<file path="config.mk">
export PLATFORM = sky130hd
export DESIGN_NAME = output_buffer_flat
export DESIGN_NICKNAME = d
export VERILOG_FILES = /design/src/rtl/output_buffer_pkg.sv /design/src/rtl/output_buffer_if.sv /design/src/rtl/output_buffer_fifo_mem.sv /design/src/rtl/output_buffer.sv /design/src/flat_wrapper.sv
export SDC_FILE = /design/constraint.sdc
export NUM_CORES = 1
export LEC_CHECK = 0
export ABC_AREA = 1
export CORE_MARGIN = 2
export CORE_UTILIZATION = 48
export DETAILED_ROUTE_END_ITERATION = 10
export PLACE_DENSITY = 0.76
export RECOVER_POWER = 100
export SETUP_SLACK_MARGIN = 0.3
export SLEW_MARGIN = 15
export SYNTH_ARGS = -nofsm -noshare
export SYNTH_HDL_FRONTEND = slang
export SYNTH_SLANG_ARGS = --single-unit
</file>
<file path="constraint.sdc">
create_clock -name clock -period 2.52 [get_ports clock]
set_clock_uncertainty 0.15 [all_clocks]
set_input_delay 0.504 -clock clock [delete_from_list [all_inputs] [get_ports clock]]
set_output_delay 0.504 -clock clock [all_outputs]
set_load 0.01 [all_outputs]
</file>
<file path="src/rtl/output_buffer_pkg.sv">
// Shared router types for the per-output-port packet buffer.
package output_buffer_pkg;

  localparam int OB_DEPTH_DEFAULT = 4;

  typedef struct packed {
    logic [3:0]  dest;
    logic [3:0]  src;
    logic [23:0] payload;
  } pkt_t;

  // Status bits gathered from all four buffers at router top.
  typedef struct packed {
    logic overflow;
    logic underflow;
  } ob_status_t;

endpackage

</file>
<file path="src/rtl/output_buffer_if.sv">
// Crossbar-side put/space handshake plus link-side avail/read pull handshake.
interface output_buffer_if
  import output_buffer_pkg::*;
#(
  parameter int DEPTH = OB_DEPTH_DEFAULT
);
  localparam int CNT_W = $clog2(DEPTH) + 1;

  logic             put_outbound;
  pkt_t             pkt_in;
  logic             ready_to_recv;
  logic             pkt_out_avail;
  pkt_t             pkt_out;
  logic             read_outbound;
  logic [CNT_W-1:0] occupancy;
  logic             overflow;
  logic             underflow;
  logic [15:0]      pkt_total;
  logic [CNT_W-1:0] high_water;

  modport slave (
    input  put_outbound, pkt_in, read_outbound,
    output ready_to_recv, pkt_out_avail, pkt_out, occupancy,
           overflow, underflow, pkt_total, high_water
  );

  modport master (
    output put_outbound, pkt_in, read_outbound,
    input  ready_to_recv, pkt_out_avail, pkt_out, occupancy,
           overflow, underflow, pkt_total, high_water
  );

endinterface

</file>
<file path="src/rtl/output_buffer_fifo_mem.sv">
// DEPTH x pkt_t register array: one synchronous write port, one asynchronous read port.
module ob_fifo_mem
  import output_buffer_pkg::*;
#(
  parameter int DEPTH = OB_DEPTH_DEFAULT,
  parameter int AW    = $clog2(DEPTH)
) (
  input  logic          clock,
  input  logic          wr_en,
  input  logic [AW-1:0] wr_addr,
  input  pkt_t          wr_data,
  input  logic [AW-1:0] rd_addr,
  output pkt_t          rd_data
);

  pkt_t mem [DEPTH];

  always_ff @(posedge clock) begin
    if (wr_en) mem[wr_addr] <= wr_data;
  end

  assign rd_data = mem[rd_addr];

endmodule

</file>
<file path="src/rtl/output_buffer.sv">
// Per-output-port show-ahead packet FIFO between crossbar and outbound link.
// Optional stats counters (pkt_total, high_water) enabled by OUTPUT_BUFFER_STATS_EN.
module output_buffer
  import output_buffer_pkg::*;
#(
  parameter int DEPTH = OB_DEPTH_DEFAULT
) (
  input  logic          clock,
  input  logic          reset,
  output_buffer_if.slave ob
);

  localparam int CNT_W = $clog2(DEPTH) + 1;
  localparam int PTR_W = $clog2(DEPTH);
  localparam logic [CNT_W-1:0] FULL_CNT = CNT_W'(DEPTH);

  logic [PTR_W-1:0] wr_ptr, rd_ptr;
  logic [CNT_W-1:0] count, count_nxt;
  logic             overflow_q, underflow_q;
  logic             full, empty, wr_en, rd_en;
  pkt_t             head;

  // full/empty come from registers only so the crossbar can sample space combinationally.
  assign full  = (count == FULL_CNT);
  assign empty = (count == '0);
  assign wr_en = ob.put_outbound && !full;
  assign rd_en = ob.read_outbound && !empty;

  always_comb begin
    count_nxt = count;
    case ({wr_en, rd_en})
      2'b10:   count_nxt = count + CNT_W'(1);
      2'b01:   count_nxt = count - CNT_W'(1);
      default: count_nxt = count;
    endcase
  end

  always_ff @(posedge clock) begin
    if (reset) begin
      wr_ptr      <= '0;
      rd_ptr      <= '0;
      count       <= '0;
      overflow_q  <= 1'b0;
      underflow_q <= 1'b0;
    end else begin
      if (wr_en) wr_ptr <= wr_ptr + PTR_W'(1);
      if (rd_en) rd_ptr <= rd_ptr + PTR_W'(1);
      count       <= count_nxt;
      overflow_q  <= ob.put_outbound && full;
      underflow_q <= ob.read_outbound && empty;
    end
  end

  ob_fifo_mem #(.DEPTH(DEPTH)) u_mem (
    .clock   (clock),
    .wr_en   (wr_en),
    .wr_addr (wr_ptr),
    .wr_data (ob.pkt_in),
    .rd_addr (rd_ptr),
    .rd_data (head)
  );

  assign ob.ready_to_recv = !full;
  assign ob.pkt_out_avail = !empty;
  assign ob.pkt_out       = empty ? '0 : head;
  assign ob.occupancy     = count;
  assign ob.overflow      = overflow_q;
  assign ob.underflow     = underflow_q;

`ifdef OUTPUT_BUFFER_STATS_EN
  logic [15:0]      total_q;
  logic [CNT_W-1:0] hw_q;

  always_ff @(posedge clock) begin
    if (reset) begin
      total_q <= '0;
      hw_q    <= '0;
    end else begin
      if (wr_en) total_q <= total_q + 16'd1;
      if (count_nxt > hw_q) hw_q <= count_nxt;
    end
  end

  assign ob.pkt_total  = total_q;
  assign ob.high_water = hw_q;
`else
  assign ob.pkt_total  = '0;
  assign ob.high_water = '0;
`endif

endmodule

</file>
<file path="src/flat_wrapper.sv">
// flat-port wrapper written by rule: the top's interface ports become plain ports
module output_buffer_flat import output_buffer_pkg::*;
#(
  parameter int DEPTH = OB_DEPTH_DEFAULT
)
  (clock, reset, ob_put_outbound, ob_pkt_in, ob_read_outbound, ob_ready_to_recv, ob_pkt_out_avail, ob_pkt_out, ob_occupancy, ob_overflow, ob_underflow, ob_pkt_total, ob_high_water);
  output_buffer_if #(.DEPTH(DEPTH)) ob_i ();
  input  logic clock;
  input  logic reset;
  input wire logic [$bits(ob_i.put_outbound)-1:0] ob_put_outbound;
  input wire logic [$bits(ob_i.pkt_in)-1:0] ob_pkt_in;
  input wire logic [$bits(ob_i.read_outbound)-1:0] ob_read_outbound;
  output wire logic [$bits(ob_i.ready_to_recv)-1:0] ob_ready_to_recv;
  output wire logic [$bits(ob_i.pkt_out_avail)-1:0] ob_pkt_out_avail;
  output wire logic [$bits(ob_i.pkt_out)-1:0] ob_pkt_out;
  output wire logic [$bits(ob_i.occupancy)-1:0] ob_occupancy;
  output wire logic [$bits(ob_i.overflow)-1:0] ob_overflow;
  output wire logic [$bits(ob_i.underflow)-1:0] ob_underflow;
  output wire logic [$bits(ob_i.pkt_total)-1:0] ob_pkt_total;
  output wire logic [$bits(ob_i.high_water)-1:0] ob_high_water;
  assign ob_i.put_outbound = ob_put_outbound;
  assign ob_i.pkt_in = ob_pkt_in;
  assign ob_i.read_outbound = ob_read_outbound;
  assign ob_ready_to_recv = ob_i.ready_to_recv;
  assign ob_pkt_out_avail = ob_i.pkt_out_avail;
  assign ob_pkt_out = ob_i.pkt_out;
  assign ob_occupancy = ob_i.occupancy;
  assign ob_overflow = ob_i.overflow;
  assign ob_underflow = ob_i.underflow;
  assign ob_pkt_total = ob_i.pkt_total;
  assign ob_high_water = ob_i.high_water;
  output_buffer #(.DEPTH(DEPTH)) u_core (.clock(clock), .reset(reset), .ob(ob_i));
endmodule
</file>
======== Word level (Yosys, flattened, before mapping) ========
Memories as Yosys holds them, arrays and structs flattened. A register that Yosys moved wholly into a read port is not among the register bits.
Cells that the tools add are included.
storage, ports and cells
  output and inout port bits .............. 58
  bits in registers ....................... 9
  input port bits ......................... 36
  memories kept ........................... 1
  memory bits (writable) .................. 128
cells by class
  eq/ne operators ......................... 3
  reduce and logical (&&, ||, !) cells .... 8
  multiplexer cells ....................... 6
  $add $sub $neg .......................... 4
memories
  memory            depth  width  read ports  clocked after memory_dff  wr ports  RTL line                      source
  u_core.u_mem.mem  4      32     1           1                         1         output_buffer_fifo_mem.sv:16  pkt_t mem [DEPTH];
operator list
  cell                                                  number
  2-to-1 mux 32 bit                                     1
  case mux 3 bit (2 select lines)                       1
  adder 2 x 1 -> 2 bit (second input constant)          2
  logical AND 1 bit                                     4
  2-to-1 mux 2 bit                                      2
  adder 3 x 1 -> 3 bit (second input constant)          1
  equality test 3 bit (second input constant)           1
  logical NOT 3 bit                                     1
  subtractor 3 x 1 -> 3 bit (second input constant)     1
  equality test 2 x 1 -> 1 bit (second input constant)  1
  equality test 2 bit (second input constant)           1
  logical NOT 1 bit                                     2
  2-to-1 mux 1 bit                                      2
  nonzero test 2 bit                                    1

======== Longest topological paths before layout ========
Gate-level depths: netlist of the first run.
  word-level depth ........................ 5
  mapped depth ............................ 13

======== Modules after synthesis ========
Synthesis of the first run repeated with hierarchy kept, for this count alone.
unflattened totals
  cell total of the unflattened synthesis .. 657
  area, all modules ....................... 6,292.3 µm²
by module, submodules not included
  module         area an instance (µm²)  times used  sequential area each (µm²)  cells each
  ob_fifo_mem    5,437.7                 1           3,843.7                     509
  output_buffer  854.6                   1           180.2                       148

======== Worst setup path after synthesis of the first run ========
Ideal clock, no wire load.
  path kind ............................... flip-flop to flip-flop
  from .................................... register u_core.count[1], in the netlist u_core.ob.occupancy[1]
  to ...................................... memory u_core.u_mem.mem[0][0] (netlist name) (enable)
  slack ................................... -0.223 ns
  buffers on the path ..................... 0
  data arrival time ....................... 2.172 ns
  period minus slack after synthesis ...... 2.743 ns
  stages on the path, launching flop included .. 5
  setup time .............................. 0.421 ns
  required time ........................... 1.949 ns
  path through ............................ dfxtp_1 nor2_1 nand2_1 nand2_1 nor2_1
between the ends
  word-level cells in the longest chain between the ends .. 5
RTL lines
  what                                    RTL line                      source
  from (decl)                             output_buffer.sv:18           logic [CNT_W-1:0] count, count_nxt;
  from (signal assigned)                  output_buffer.sv:48           count <= count_nxt;
  equality test 3 bit                     output_buffer.sv:24           assign full = (count == FULL_CNT);
  logical NOT 1 bit                       n/a
  via ob_ready_to_recv                    flat_wrapper.sv:13            output wire logic [$bits(ob_i.ready_to_recv)-1:0] ob_ready_to_recv;
  logical AND 1 bit                       output_buffer.sv:26           assign wr_en = ob.put_outbound && !full;
  2-to-1 mux 1 bit                        output_buffer_fifo_mem.sv:19  if (wr_en) mem[wr_addr] <= wr_data;
  2-to-1 mux 1 bit (not written as such)  output_buffer_fifo_mem.sv:19
  to (decl)                               output_buffer_fifo_mem.sv:16
The timed path passes the listed nets, and every way through them passes these cells.

==> impl_metrics.json, run 1 <==
{
  "status": "completed",
  "ir_worst_vdd_mv": 0.5365,
  "grt_pass1_wl_mm": 19.06,
  "cts.clk_slew.worst_paths_ps": 60,
  "ys_ff_latch": 139,
  "max_freq_mhz": 419.7,
  "cp_top_family": "buffers and inverters",
  "relSlewSlack_pct": 57.00,
  "p_per_area_nw_per_um2": 1105,
  "port_buffers": 74,
  "cts-root-buf": "clkbuf_16",
  "drtPass1Iterations": 4,
  "final_util_pct": 63.74,
  "cts_sinks": 139,
  "grt_use_total_pct": 20.20,
  "dieArea_um2": 12640,
  "start_kind": "flop",
  "vias": 3871,
  "fin_nets": 619,
  "place_congestion": 0.7836,
  "clkLatencyLatePin_ps": 410,
  "yosys.area.top_type": "edfxtp_1",
  "grt_pass1_vias": 3773,
  "htree_levels": 4,
  "hpwl_mm": 7.219,
  "cts_tree": "yes",
  "multi_input_area_um2": 1365,
  "worstPathArrival_ps": 1730,
  "tightest_slew_ps": 645.0,
  "cp_max_fo": 7,
  "ys_top_cells_by_area": "edfxtp_1 68%, nor2_1 9.3%, dfxtp_1 3.9%, a21oi_1 3.3%, o21ai_1 3.3%",
  "numCtsBuffers": 17,
  "core_area_um2": 11470,
  "cp_slowest_cell": "dfxtp_4",
  "hp-class": "flop to flop",
  "fillers": 833,
  "worst_setup_path_end_kind": "primary output",
  "worstPathRequired_ps": 1870,
  "area_growth_pct": 29.53,
  "syn_inst": 472,
  "antenna_found_initial": 0,
  "path_cells": "buf_8, buf_12, nor2_1, nor2_1, o21ai_1, a21oi_2, clkbuf_1",
  "ys_warn_count": 0,
  "vias_per_cell": 5.281,
  "cp_common_cell": "nor2_1",
  "post-route-drc-count": 0,
  "initial_core_util_pct": 49.21,
  "fin_crit_sh_pct": 94.55,
  "drive_above_1_share_pct": 15.93,
  "drv_slew": 0,
  "critical_path_class": "flop to primary output",
  "slowest_delay_ps": 390,
  "wirelength_mm": 13.20,
  "finalSetupTns_ps": 0,
  "dieHeight_um": 112.4,
  "drt-initial-drc-count": 277,
  "ff_latch_area_um2": 4071,
  "clk_path_buf_depth": 2,
  "rsz0062_at_grt": "yes",
  "num_io_pins": 94,
  "finalSetupViolations": 0,
  "grt_start_max_net_pins": 33,
  "regToRegSetupSlack_ps": 300,
  "overflow": 0,
  "cp_num_buf_inv": 3,
  "wl_per_cell_um": 18.01,
  "row_count": 39,
  "diodes": 0,
  "finalHoldViolCount": 0,
  "leakage_nw": 2.669,
  "dieWidth_um": 112.4,
  "syn-cell-area_um2": 5643,
  "min_period_ps": 2383,
  "synth-seq-area-share_pct": 72.02,
  "netlist.area_leader.share_pct": 68.12,
  "drv_cap": 0,
  "synth_cell_types": 17,
  "synth_area_per_cell_um2": 11.96,
  "drtAntennaViolNets": 0
}
## what timing repair did
action	4_1_cts	5_1_grt
setup buffers	2	7
gates resized for setup	105	89
pin swaps	5	33
hold buffers	0	0
cloned	2	4
endpoints found under the setup margin	34	32
## synthesized netlist by cell type
library cell,n
fa_1,1
inv_1,18
nand3_1,5
buf_4,19
inv_2,1
clkbuf_1,8
conb_1,1
buf_6,7
ha_1,5
buf_2,8
a21oi_1,37
nand2_1,17
o21ai_1,37
o21ai_0,29
edfxtp_1,128
nor2_1,140
dfxtp_1,11
## where the power goes
part	internal [W]	total, W	switching [W]
logic	0.00105	0.00263	0.00158
registers	0.00276	0.00285	0.0000902
clock network	0.00166	0.00261	0.000945
## metal layers
layer	vias up	track usage, %	share of wire, %
li1	1809	-	-
met1	1867	23.36	41
met2	172	35.26	51
met3	23	5.724	6.0
met4	0	8.699	1.8
met5	-	0	0
## cells by family (layout without fill, tap and decap cells)
family / count (synthesis) / after routing / share of synthesized area, %
adder cells (fa/ha/maj): 6 / 6 / 1.463
AND/OR/NAND/NOR: 162 / 162 / 10.89
other: 1 / 19 / 0.06646
buffers and inverters: 61 / 161 / 6.430
AO/OA/AOI/OAI: 103 / 103 / 9.135
flip-flops: 139 / 139 / 72.02
## worst paths after layout
kind,from,to,cells past startpoint
worst max-delay path,flop,ob_pkt_out[13],7
worst min-delay path,u_core.wr_ptr[0],u_core.wr_ptr[0],2
worst max register to register,u_core.ob.occupancy[2],u_core.ob.occupancy[2],14
worst min register to register,u_core.wr_ptr[0],u_core.wr_ptr[0],2
## cell usage in the layout, fill, tap and decap left out
master / instances
clkdlybuf4s50_1: 1
ha_1: 5
buf_4: 7
clkbuf_16: 20
a21oi_1: 28
clkinv_2: 1
dfxtp_2: 3
edfxtp_1: 128
buf_16: 2
nor2_4: 4
inv_6: 3
clkbuf_1: 31
nand2_1: 17
o21ai_0: 13
clkinv_1: 2
buf_6: 4
nor2_2: 7
dlygate4sd2_1: 2
dfxtp_4: 1
bufinv_16: 4
clkinv_4: 3
clkbuf_2: 8
o21ai_1: 53
inv_2: 2
dlygate4sd3_1: 39
inv_4: 1
conb_1: 19
nor2_1: 129
buf_12: 6
buf_8: 4
a21oi_2: 9
inv_1: 16
nand3_1: 5
dfxtp_1: 7
fa_1: 1
buf_2: 4
clkinvlp_4: 1
## flip-flops by register name (all words and copies together) (netlist names), named ones only
signal	cells
u_core.wr_ptr	2
u_core.ob.underflow	1
u_core.ob.occupancy	3
u_core.rd_ptr	2
u_core.ob.overflow	1
u_core.u_mem.mem	128
## through the flow
stage	hold WS, ps	setup WS [ps]	instances	instance area (um2)	total power [W]
floorplan	308.7	-223.2	490	5710	0.004169
global route	389.1	83.46	733	7310	0.008458
detailed placement	346.2	106.9	686	6640	0.005462
finish	359.8	137.4	733	7310	0.008079
global placement	342.2	181.1	686	6640	0.005396
CTS	358.5	177.6	722	7381	0.008149
## cell type report
class | count | share of cell area (%)
sequential | 139 | 55.70
timing repair buffer | 110 | 13.66
clock buffer | 18 | 5.871
clock inverter | 14 | 2.636
inverter | 19 | 1.010
multi-input combinational | 290 | 18.68
tap | 143 | 2.448
## worst min-delay path, cell delays in order (launching register included)
cell and delay, ps:
dfxtp_1 340, nand2_1 70, a21oi_1 50
(Power assumes the default switching activity.)
==> run 2: changes to the inputs <==
--- a/config.mk
+++ b/config.mk
@@ -9,8 +9,8 @@
 export CORE_MARGIN = 2
 export CORE_UTILIZATION = 48
 export DETAILED_ROUTE_END_ITERATION = 10
+export HOLD_SLACK_MARGIN = 0.02
 export PLACE_DENSITY = 0.76
-export RECOVER_POWER = 100
 export SETUP_SLACK_MARGIN = 0.3
 export SLEW_MARGIN = 15
 export SYNTH_ARGS = -nofsm -noshare
==> impl_metrics.json, run 2 (synthesis results as in run 1) <==
{
  "cts_tree": "yes",
  "cp_num_buf_inv": 3,
  "grt_use_total_pct": 20.20,
  "min_period_ps": 2352,
  "largest_reg_flops": 128,
  "overflow": 0,
  "cts.clk_slew.worst_paths_ps": 60,
  "port_buffers": 74,
  "clkLatencyLatePin_ps": 410,
  "cts-root-buf": "clkbuf_16",
  "numCtsBuffers": 17,
  "pwr-share-comb_pct": 33.8,
  "rsz0062_at_grt": "yes",
  "p_total_w": 0.008230,
  "cp_top_family": "buffers and inverters",
  "vias": 3837,
  "wirelength_mm": 13.21,
  "p_per_area_nw_per_um2": 1104,
  "power_frac_clock_pct": 31.6,
  "clk_path_buf_depth": 2,
  "critical_path_class": "flop to primary output",
  "fin_nets": 619,
  "hold-worst-slack_ps": 353.8,
  "seq_power_share_pct": 34.6,
  "grt_pass1_vias": 3773,
  "finalHoldViolCount": 0,
  "vias_per_cell": 5.235,
  "worst_setup_path_end_kind": "primary output",
  "drive_above_1_share_pct": 22.03,
  "drtPass1Iterations": 5,
  "hpwl_mm": 7.219,
  "p_switching_w": 0.002617,
  "fin_crit_sh_pct": 93.33,
  "diodes": 0,
  "internal-power_w": 0.005612,
  "drv_slew": 0,
  "ir_worst_vdd_mv": 0.5355,
  "cts_sinks": 139,
  "postCtsHoldBufs": 0,
  "regMostFlops": "u_core.u_mem.mem",
  "fin_area_um2": 7453,
  "area_growth_pct": 32.08,
  "start_kind": "flop",
  "antenna_found_initial": 0,
  "power_switching_share_pct": 31.81,
  "place_area_um2": 6640,
  "cp_slowest_cell": "dfxtp_4",
  "grt_pass1_wl_mm": 19.06,
  "final_cell_mix": "128 x edfxtp_1, 125 x nor2_1, 53 x o21ai_1, 40 x clkdlybuf4s50_1, 30 x buf_2",
  "cp_common_cell": "nor2_1",
  "initial_core_util_pct": 49.21,
  "fillers": 802,
  "leakage_nw": 2.773,
  "final_util_pct": 65.00,
  "status": "completed",
  "wl_per_cell_um": 18.03,
  "dieHeight_um": 112.4,
  "grt_start_max_net_pins": 33,
  "slowest_delay_ps": 390,
  "row_count": 39,
  "dieArea_um2": 12640,
  "post-route-drc-count": 0,
  "worstPathRequired_ps": 1870,
  "drtAntennaViolNets": 0,
  "worstPathArrival_ps": 1700,
  "cp_max_fo": 7,
  "finalSetupViolations": 0,
  "drt-initial-drc-count": 251,
  "max_freq_mhz": 425.2,
  "num_io_pins": 94,
  "htree_levels": 4,
  "path_cells": "buf_8, buf_12, nor2_1, nor2_1, o21ai_1, a21oi_2, buf_2",
  "hp-class": "flop to flop",
  "dieWidth_um": 112.4,
  "place_congestion": 0.7836,
  "drv_cap": 0,
  "core_area_um2": 11470,
  "layout_commonest_cell": "edfxtp_1"
}
[run 2: cell count changes in the layout (fill, tap and decap cells not counted), sizes merged]
cell	change
clkbuf	-36
buf	+36
clkdlybuf4s50	+39
dlygate4sd3	-39
[run 2: worst reg2reg max path: stages, from the launching register on]
cell	delay (ps)
dfxtp_2	340
inv_1	70
nand2_2	110
buf_4	150
nand2_1	60
inv_1	90
ha_1	170
inv_1	70
fa_1	380
inv_1	60
nand2_1	50
nand3_1	90
nand2_1	70
nand2_1	60
nor2_1	40
[run 2: stage by stage]
step	setup TNS [ps]	std cells	worst slack (ps)
floorplan	-28570	490	-223.2
global placement	0	686	181.1
detailed placement	0	686	106.9
CTS	0	722	177.6
global route	0	733	105.0
finish	0	733	168.1
[run 2: power by group through the flow]
stage                     registers, W  logic [W]  clock network [W]
after CTS                      0.00285    0.00269            0.00262
final                          0.00285    0.00278            0.00260
after detailed placement       0.00289    0.00258                  0
after global placement         0.00287    0.00252                  0
after global routing           0.00286    0.00301            0.00275
after floorplan                0.00287    0.00130                  0
[run 2: timing repair]
item                                    CTS  global route
hold endpoints to repair                  0             0
cloned                                    2             4
buffers inserted                          2             7
resized for setup                       105            89
endpoints found under the setup margin   34            32
pin swaps                                 5            33
[run 2: path summary, 6_finish.rpt]
check | from | endpoint | slack, ps | depth (start not counted)
worst min-delay path | u_core.wr_ptr[0] | u_core.wr_ptr[0] | 350 | 2
worst max register to register | u_core.ob.occupancy[2] | u_core.ob.occupancy[2] | 470 | 14
worst max-delay path | flop | ob_pkt_out[13] | 170 | 7
worst min register to register | u_core.wr_ptr[0] | u_core.wr_ptr[0] | 350 | 2
[run 2: final cells by class]
type / count / area [um2] / share of cell area, %
clock buffers: 18 / 429.2 / 5.758
clock inverters: 14 / 192.7 / 2.585
inverters: 19 / 73.82 / 0.9904
multi-input cells: 290 / 1396 / 18.73
flip-flops and latches: 139 / 4071 / 54.62
well taps: 143 / 178.9 / 2.401
repair buffers: 110 / 1111 / 14.91
[run 2: per-layer routing]
metal	GRT usage (%)	share of wire (%)
met2	35.26	52
met5	0	0
met1	23.36	40
met4	8.699	1.5
met3	5.724	6.7
==> run 3: changes to the inputs <==
--- a/config.mk
+++ b/config.mk
@@ -7,12 +7,13 @@
 export LEC_CHECK = 0
 export ABC_AREA = 1
 export CORE_MARGIN = 2
-export CORE_UTILIZATION = 48
+export CORE_UTILIZATION = 55
 export DETAILED_ROUTE_END_ITERATION = 10
 export HOLD_SLACK_MARGIN = 0.02
-export PLACE_DENSITY = 0.76
+export PLACE_DENSITY = 0.82
 export SETUP_SLACK_MARGIN = 0.3
 export SLEW_MARGIN = 15
 export SYNTH_ARGS = -nofsm -noshare
 export SYNTH_HDL_FRONTEND = slang
 export SYNTH_SLANG_ARGS = --single-unit
+export TNS_END_PERCENT = 50
==> constraint.sdc (replaced) <==
create_clock -name clock -period 2.91 [get_ports clock]
set_clock_uncertainty 0.15 [all_clocks]
set_input_delay 0.582 -clock clock [delete_from_list [all_inputs] [get_ports clock]]
set_output_delay 0.582 -clock clock [all_outputs]
set_load 0.01 [all_outputs]
==> impl_metrics.json, run 3 (synthesis results as in run 1) <==
{
  "overflow": 0,
  "worstHoldStart": "u_core.rd_ptr[1]",
  "drv_slew": 0,
  "power_frac_clock_pct": 29.7,
  "leakage_nw": 2.747,
  "worstPathArrival_ps": 1900,
  "vias_per_cell": 5.406,
  "dieWidth_um": 105.3,
  "clk_path_buf_depth": 2,
  "port_buffers": 74,
  "path_cells": "buf_12, nor2_1, nor2_1, o21ai_1, a21oi_1, clkdlybuf4s15_1",
  "final_cell_mix": "136 x nor2_1, 128 x edfxtp_1, 42 x clkdlybuf4s50_1, 38 x o21ai_1, 35 x a21oi_1",
  "hpwl_mm": 7.041,
  "rsz0062_at_grt": "yes",
  "seq_power_share_pct": 37.8,
  "drtPass1Iterations": 5,
  "drtAntennaViolNets": 0,
  "p_per_area_nw_per_um2": 905.7,
  "post-route-drc-count": 0,
  "max_freq_mhz": 379.2,
  "finalSetupTns_ps": 0,
  "place_congestion": 0.8104,
  "drive_above_1_share_pct": 12.15,
  "area_growth_pct": 27.14,
  "cp_max_fo": 23,
  "core_area_um2": 9864,
  "grt_pass1_vias": 3939,
  "fin_crit_sh_pct": 90.61,
  "start_kind": "flop",
  "pwr-share-comb_pct": 32.4,
  "finalSetupViolations": 0,
  "num_io_pins": 94,
  "dieArea_um2": 11090,
  "wl_per_cell_um": 16.96,
  "cp_common_cell": "nor2_1",
  "row_count": 36,
  "min_period_ps": 2637,
  "cts_sinks": 139,
  "hold-worst-slack_ps": 363.9,
  "cp_slowest_cell": "dfxtp_4",
  "p_switching_w": 0.002096,
  "postCtsHoldBufs": 0,
  "drt-initial-drc-count": 265,
  "regMostFlops": "u_core.u_mem.mem",
  "worst_setup_path_end_kind": "primary output",
  "antenna_found_initial": 0,
  "place_area_um2": 6520,
  "initial_core_util_pct": 57.20,
  "cts-root-buf": "clkbuf_8",
  "clkLatencyLatePin_ps": 520,
  "fin_area_um2": 7174,
  "wirelength_mm": 12.03,
  "timing.rr.start": "u_core.ob.occupancy[0]",
  "hp-class": "flop to flop",
  "fin_nets": 605,
  "grt_pass1_wl_mm": 18.70,
  "fillers": 623,
  "diodes": 0,
  "grt_start_max_net_pins": 33,
  "status": "completed",
  "cts.clk_slew.worst_paths_ps": 60,
  "grt_use_total_pct": 22.33,
  "dieHeight_um": 105.3,
  "worstPathRequired_ps": 2180,
  "numCtsBuffers": 17,
  "ir_worst_vdd_mv": 0.4809,
  "power_switching_share_pct": 32.25,
  "drv_cap": 0,
  "cts_tree": "yes",
  "vias": 3833,
  "slowest_delay_ps": 410,
  "critical_path_class": "flop to primary output",
  "layout_commonest_cell": "nor2_1",
  "htree_levels": 4,
  "internal-power_w": 0.004402,
  "largest_reg_flops": 128,
  "finalHoldViolCount": 0
}
## run 3: worst max-delay path: cells and delay by family (launching register included)
kind | cells | cell delay, ps
buffers and inverters | 2 | 450
flip-flops | 1 | 410
AO/OA/AOI/OAI | 2 | 310
AND/OR/NAND/NOR | 2 | 220
## run 3: cell type report
class | count | area [um2] | share of cell area, %
sequential | 139 | 4069 | 56.71
multi-input combinational | 290 | 1324 | 18.45
timing repair buffer | 96 | 1001 | 13.95
clock buffer | 18 | 417.9 | 5.825
tap | 133 | 166.4 | 2.320
clock inverter | 14 | 120.1 | 1.674
inverter | 19 | 76.32 | 1.064
## run 3: power groups by stage
stage	sequential (W)	clock (W)	combinational, W
final	0.00246	0.00193	0.00211
after global routing	0.00247	0.00204	0.00230
after CTS	0.00246	0.00194	0.00213
after detailed placement	0.00251	0	0.00211
after global placement	0.00250	0	0.00206
after floorplan	0.00248	0	0.00113
## run 3: stage by stage
stage          instances  utilization [%]  power [W]  setup WS [ps]
2_1_floorplan        490                -   0.003611          166.8
3_3_place_gp         670            66.10   0.004553          342.3
3_5_place_dp         670            66.10   0.004615          267.3
4_1_cts              709            72.58   0.006533          53.91
5_1_grt              709            72.73   0.006808          176.6
6_report             709            72.73   0.006498          273.2
## run 3: per-layer routing
| metal | global-route usage (%) | up-vias | part of all wire [%] |
|---|---|---|---|
| li1 | - | 1782 | - |
| met1 | 25.39 | 1855 | 39 |
| met2 | 39.59 | 177 | 53 |
| met3 | 5.751 | 19 | 6.4 |
| met4 | 9.810 | 0 | 1.7 |
| met5 | 0 | - | 0 |
## run 3: repair_timing
item | CTS | global route
pin swaps | 2 | 4
hold endpoints to repair | 0 | 0
gates cloned | 2 | 0
setup endpoints to repair | 32 | 32
setup buffers | 5 | 0
resized for setup | 35 | 31
## run 3: worst paths after layout
kind / to / slack (ps) / cells past startpoint
worst max register to register: u_core.ob.occupancy[2] / 900 / 12
worst min register to register: flop / 360 / 2
worst max-delay path: ob_pkt_out[6] / 270 / 6
worst min-delay path: flop / 360 / 2
